<file path="config.mk">
export PLATFORM = sky130hd
export DESIGN_NAME = spi_master_ctrl
export DESIGN_NICKNAME = d
export VERILOG_FILES = /design/src/rtl/spi_master_ctrl.sv
export SDC_FILE = /design/constraint.sdc
export NUM_CORES = 1
export LEC_CHECK = 0
export BUFFER_PORTS_ARGS = -buffer_cell sky130_fd_sc_hd__buf_2
export CORE_ASPECT_RATIO = 1.4
export CORE_UTILIZATION = 58
export CTS_BUF_LIST = sky130_fd_sc_hd__clkbuf_4
export CTS_CLUSTER_SIZE = 10
export DETAILED_ROUTE_END_ITERATION = 10
export MAX_ROUTING_LAYER = met4
export PLACE_DENSITY_LB_ADDON = 0.1
export SLEW_MARGIN = 20
export SYNTH_ARGS = -nofsm -noshare
export SYNTH_HDL_FRONTEND = slang
export SYNTH_SLANG_ARGS = --single-unit
</file>
<file path="constraint.sdc">
create_clock -name clk_10MHz -period 2.1 [get_ports clk_10MHz]
set_input_delay 0.525 -clock clk_10MHz [delete_from_list [all_inputs] [get_ports clk_10MHz]]
set_output_delay 0.525 -clock clk_10MHz [all_outputs]
set_load 0.01 [all_outputs]
</file>
<file path="src/rtl/spi_master_ctrl.sv">
// SPI master transfer controller (mode 0, MSB first).
// Controls chip select and the SCLK divider enable. It shifts tx_data_i out on
// mosi_o and collects miso_i into rx_data_o. Edge timing comes from an
// external divider through pos_edge_i and neg_edge_i.
//
// Ports:
//   clk_10MHz  - sole clock, rising edge
//   rst_i      - synchronous active-high reset
//   start_i    - transfer request, sampled in IDLE only
//   tx_data_i  - word to send, captured when start_i is accepted
//   rx_data_o  - last received word, updated when the transfer completes
//   busy_o     - high whenever the controller is not IDLE
//   done_o     - one-cycle completion strobe
//   en_sclk_o  - enable to the SCLK divider
//   pos_edge_i - divider strobe: SCLK rising edge
//   neg_edge_i - divider strobe: SCLK falling edge
//   cs_n_o     - chip select, active low
//   mosi_o     - serial data out (MSB of tx shift register)
//   miso_i     - serial data in, already synchronous to clk_10MHz
module spi_master_ctrl #(
  parameter int unsigned DATA_W   = 8,
  parameter int unsigned CS_SETUP = 50,
  parameter int unsigned CS_HOLD  = 50
) (
  input  logic              clk_10MHz,
  input  logic              rst_i,
  input  logic              start_i,
  input  logic [DATA_W-1:0] tx_data_i,
  output logic [DATA_W-1:0] rx_data_o,
  output logic              busy_o,
  output logic              done_o,
  output logic              en_sclk_o,
  input  logic              pos_edge_i,
  input  logic              neg_edge_i,
  output logic              cs_n_o,
  output logic              mosi_o,
  input  logic              miso_i
);

  localparam int unsigned DLY_MAX = (CS_SETUP > CS_HOLD) ? CS_SETUP : CS_HOLD;
  localparam int unsigned DLY_W   = $clog2(DLY_MAX + 1);
  localparam int unsigned BIT_W   = $clog2(DATA_W + 1);

  localparam logic [DLY_W-1:0] SETUP_LAST = DLY_W'(CS_SETUP - 1);
  localparam logic [DLY_W-1:0] HOLD_LAST  = DLY_W'(CS_HOLD - 1);
  localparam logic [BIT_W-1:0] BIT_LAST   = BIT_W'(DATA_W);

  typedef enum logic [2:0] {
    S_IDLE,
    S_SETUP,
    S_SHIFT,
    S_HOLD,
    S_DONE
  } state_t;

  state_t            state, state_nxt;
  logic [DATA_W-1:0] tx_sr, tx_sr_nxt;
  logic [DATA_W-1:0] rx_sr, rx_sr_nxt;
  logic [DATA_W-1:0] rx_data, rx_data_nxt;
  logic [BIT_W-1:0]  bit_cnt, bit_cnt_nxt;
  logic [DLY_W-1:0]  dly_cnt, dly_cnt_nxt;
  logic              cs_n, cs_n_nxt;
  logic              en_sclk, en_sclk_nxt;

  always_ff @(posedge clk_10MHz) begin
    if (rst_i) begin
      state   <= S_IDLE;
      tx_sr   <= '0;
      rx_sr   <= '0;
      rx_data <= '0;
      bit_cnt <= '0;
      dly_cnt <= '0;
      cs_n    <= 1'b1;
      en_sclk <= 1'b0;
    end else begin
      state   <= state_nxt;
      tx_sr   <= tx_sr_nxt;
      rx_sr   <= rx_sr_nxt;
      rx_data <= rx_data_nxt;
      bit_cnt <= bit_cnt_nxt;
      dly_cnt <= dly_cnt_nxt;
      cs_n    <= cs_n_nxt;
      en_sclk <= en_sclk_nxt;
    end
  end

  always_comb begin
    state_nxt   = state;
    tx_sr_nxt   = tx_sr;
    rx_sr_nxt   = rx_sr;
    rx_data_nxt = rx_data;
    bit_cnt_nxt = bit_cnt;
    dly_cnt_nxt = dly_cnt;
    cs_n_nxt    = cs_n;
    en_sclk_nxt = en_sclk;

    unique case (state)
      S_IDLE: begin
        if (start_i) begin
          tx_sr_nxt   = tx_data_i;
          bit_cnt_nxt = '0;
          dly_cnt_nxt = '0;
          cs_n_nxt    = 1'b0;
          state_nxt   = S_SETUP;
        end
      end
      S_SETUP: begin
        if (dly_cnt == SETUP_LAST) begin
          en_sclk_nxt = 1'b1;
          dly_cnt_nxt = '0;
          state_nxt   = S_SHIFT;
        end else begin
          dly_cnt_nxt = dly_cnt + 1'b1;
        end
      end
      S_SHIFT: begin
        // A coincident falling strobe is dropped; the rising-edge sample wins.
        if (pos_edge_i) begin
          rx_sr_nxt   = {rx_sr[DATA_W-2:0], miso_i};
          bit_cnt_nxt = bit_cnt + 1'b1;
        end else if (neg_edge_i) begin
          // The falling edge after the last sample ends the burst with
          // SCLK low, so no shift is needed on it.
          if (bit_cnt == BIT_LAST) begin
            en_sclk_nxt = 1'b0;
            dly_cnt_nxt = '0;
            state_nxt   = S_HOLD;
          end else begin
            tx_sr_nxt = {tx_sr[DATA_W-2:0], 1'b0};
          end
        end
      end
      S_HOLD: begin
        if (dly_cnt == HOLD_LAST) begin
          cs_n_nxt    = 1'b1;
          rx_data_nxt = rx_sr;
          dly_cnt_nxt = '0;
          state_nxt   = S_DONE;
        end else begin
          dly_cnt_nxt = dly_cnt + 1'b1;
        end
      end
      S_DONE: begin
        state_nxt = S_IDLE;
      end
      default: begin
        state_nxt = S_IDLE;
      end
    endcase
  end

  assign rx_data_o = rx_data;
  assign busy_o    = (state != S_IDLE);
  assign done_o    = (state == S_DONE);
  assign en_sclk_o = en_sclk;
  assign cs_n_o    = cs_n;
  assign mosi_o    = tx_sr[DATA_W-1];

endmodule

</file>
==> metrics.csv <==
metric,value,unit
run_status,"finished, final reports clean",
synth_area_per_cell,9.12,µm²
vias_in_the_first_global_route,1397,
ys_warn_count,0,
synth.most_common_cell,sky130_fd_sc_hd__dfxtp_1,
area_growth,11.0,%
ios,27,
first_pass_grt_wire_length,5940,µm
report.final.slew_viol_count,0,
worst_setup_hold_path_clk_slew,0.10,ns
clock_tree_from_tritoncts,done,
worst_flop_to_flop_path_startpoint,dly_cnt[0],
synth_edf_count,0,
setup-violations-final,0,
dieHeight,67.5,µm
path_depth,3,
total_power,1220,µW
max_clock_freq,527,MHz
worst_r2r_endpoint,dly_cnt[3],
synth_top_cell_area_share,0.439,
synth.cells.most_frequent,"39 x sky130_fd_sc_hd__dfxtp_1, 21 x sky130_fd_sc_hd__nor2_1, 20 x sky130_fd_sc_hd__nand2_1",
global_route.overflow_total,0,
worstPathArrival,1.37,ns
grt_start_max_net_pins,35,
worst_path_max_delay_cell,sky130_fd_sc_hd__dfxtp_1,
n_fill_cell,249,
mappedNetlistArea,0.00178,mm²
final_period_minus_worst_setup_slack,1.90,ns
nets,238,
grt_setup_unrepaired,no,
worst_pin_slew,0.547,ns
vias,1428,
crit_family,flip-flops,
setup.worst_path.start_class,flip-flop,
skew,0.00899,ns
drt_pass1_iterations,4,
post-route-period-util,0.904,
worst-path-max-fanout,13,
post_synth_main_area_contributors,"sky130_fd_sc_hd__dfxtp_1 44%, sky130_fd_sc_hd__mux2i_1 8.4%, sky130_fd_sc_hd__nor2_1 4.4%",
ant_nets,0,
wirelength,3420,µm
power.static_leakage,0.000762,µW
netlist_instances,195,
cts.sink_count,39,
worst_slew_margin_rel,0.631,
cts.path.max_buffers,2,
worst-endpoint-required,1.57,ns
start_to_end_type_of_the_worst_setup_path,reg2out,
finalWeightedCongestion,0.758,
critPathLaunch,state[0],
post-synth-top-area-cell,sky130_fd_sc_hd__dfxtp_1,
synth.yosys.seq_area_share,0.439,
synth_nets,213,
start_util,0.618,
final.setup.tns,0,ns
fp.dieArea,0.00330,mm²
post-dp-hpwl,2470,µm
postSynth.asyncResetShare,0,
design.core.area,0.00288,mm²
r2r_setup_slack,0.37,ns
die_width,48.8,µm
number_of_cells_traversed_by_the_worst_register_to_register_path,5,
hold_buffers,0,
hold_path_startpoint,miso_i,
worstSetupEndpointType,primary output,
drtIter0Drc,32,
row_count,23,
final_hold_fails,0,
placement.io_buffers,26,
slowest_delay,0.56,ns
fraction_of_layout_cells_with_a_size_suffix_above_1,0.224,
min_path_cells,3,
root_buffer,sky130_fd_sc_hd__clkbuf_4,
route.detailed.vias_per_inst,5.58,
cts_buffers,5,
ys_ff_latch,39,
synthFlopType,sky130_fd_sc_hd__dfxtp_1,
drc_errors,0,
netlist-cell-type-count,47,
worst_ir_drop_vdd,0.501,mV
hold_path_class,in2reg,
insertion_delay,0.34,ns
cp_num_buf_inv,2,
htree_num_levels,2,
number_of_max_capacitance_violations_reported,0,
cellPowerDensity,616,mW/mm²
antennaDiodeCount,0,
wl_per_cell,13.4,µm
worstHoldEndpoint,rx_sr[0],
grt.total_usage,0.247,
crit_path_cell_trace,inv_1 > and3_1 > buf_2,
number_of_antenna_violations_at_the_first_check_in_global_routing,0,
layout by cell type, fill, tap and decap left out, drive strengths merged, types with 4 or more instances in the layout:
| cell type | Yosys | layout |
|---|---|---|
| dfxtp | 39 | 39 |
| buf | 9 | 31 |
| nor2 | 22 | 22 |
| nand2 | 20 | 20 |
| mux2i | 15 | 15 |
| a21oi | 14 | 14 |
| a211oi | 7 | 7 |
| nor3 | 6 | 6 |
| nand2b | 6 | 6 |
| clkbuf | 4 | 6 |
| inv | 6 | 6 |
| o21ai | 4 | 4 |
| ha | 4 | 4 |
power breakdown:
part           leakage, µW  switching, µW  internal [µW]  total, µW
Sequential        0.000317           13.5            756        770
Combinational     0.000417           52.8           43.6       96.4
Clock            0.0000276            218            132        350
Total             0.000762            284            932       1220
kinds of logic after synthesis:
family,Yosys count,share of synthesized area
compound gates,38,0.158
buf+inv,19,0.0527
xor+xnor,3,0.0148
fa+ha+maj,4,0.0281
simple gates,77,0.223
flops,39,0.439
mux,15,0.0844
layer usage:
layer  vias up  part of all wire  global-route usage
met1       666              0.43               0.254
li1        728                 -                   -
met5         -                 0                   -
met2        28              0.52               0.432
met4         0             0.018               0.143
met3         6             0.038              0.0586
flip-flops by register name, summed over array words and instances (netlist names):
| name | flops |
|---|---|
| rx_data_o | 8 |
| rx_sr | 8 |
| tx_sr | 8 |
| dly_cnt | 6 |
| bit_cnt | 4 |
| state | 3 |
| cs_n_o | 1 |
| en_sclk_o | 1 |
through the flow:
stage / util / instances / area, µm² / worst slack, ns / hold WS (ns)
finish: 0.686 / 256 / 1970 / 0.202 / 0.432
global route: 0.686 / 256 / 1970 / 0.0845 / 0.397
CTS: 0.686 / 256 / 1970 / 0.0800 / 0.416
detailed placement: 0.670 / 250 / 1930 / 0.289 / 0.456
global placement: 0.670 / 250 / 1930 / 0.355 / 0.443
floorplan: - / 195 / 1780 / 0.423 / 0.436
worst register-to-register path: cells and delay by family, from the launching register on:
| kind | cells | cell delay (ns) |
|---|---|---|
| adder cells (fa/ha/maj) | 1 | 0.18 |
| AO/OA/AOI/OAI | 2 | 0.73 |
| flip-flops | 1 | 0.43 |
| AND/OR/NAND/NOR | 2 | 0.31 |
final cells by class:
cell class	instances	area, µm²	area share
Sequential cell	39	782	0.396
Multi-Input combinational cell	137	911	0.461
Tap cell	37	46.3	0.0234
Clock buffer	6	45.0	0.0228
Timing Repair Buffer	31	168	0.0849
Inverter	6	22.5	0.0114
worst max path at each step:
stage	slack, ns	to
after floorplan	0.42	tx_sr[5]
after global placement	0.36	tx_sr[2]
after detailed placement	0.29	tx_sr[7]
after CTS	0.08	done_o
after global routing	0.08	done_o
final	0.20	done_o
repair_timing:
| action | 4_1_cts | 5_1_grt |
|---|---|---|
| buffers inserted | 0 | 0 |
| endpoints found under the setup margin | 0 | 1 |
| resized for setup | 0 | 1 |
No activity file was read; power rests on OpenSTA's default activity.
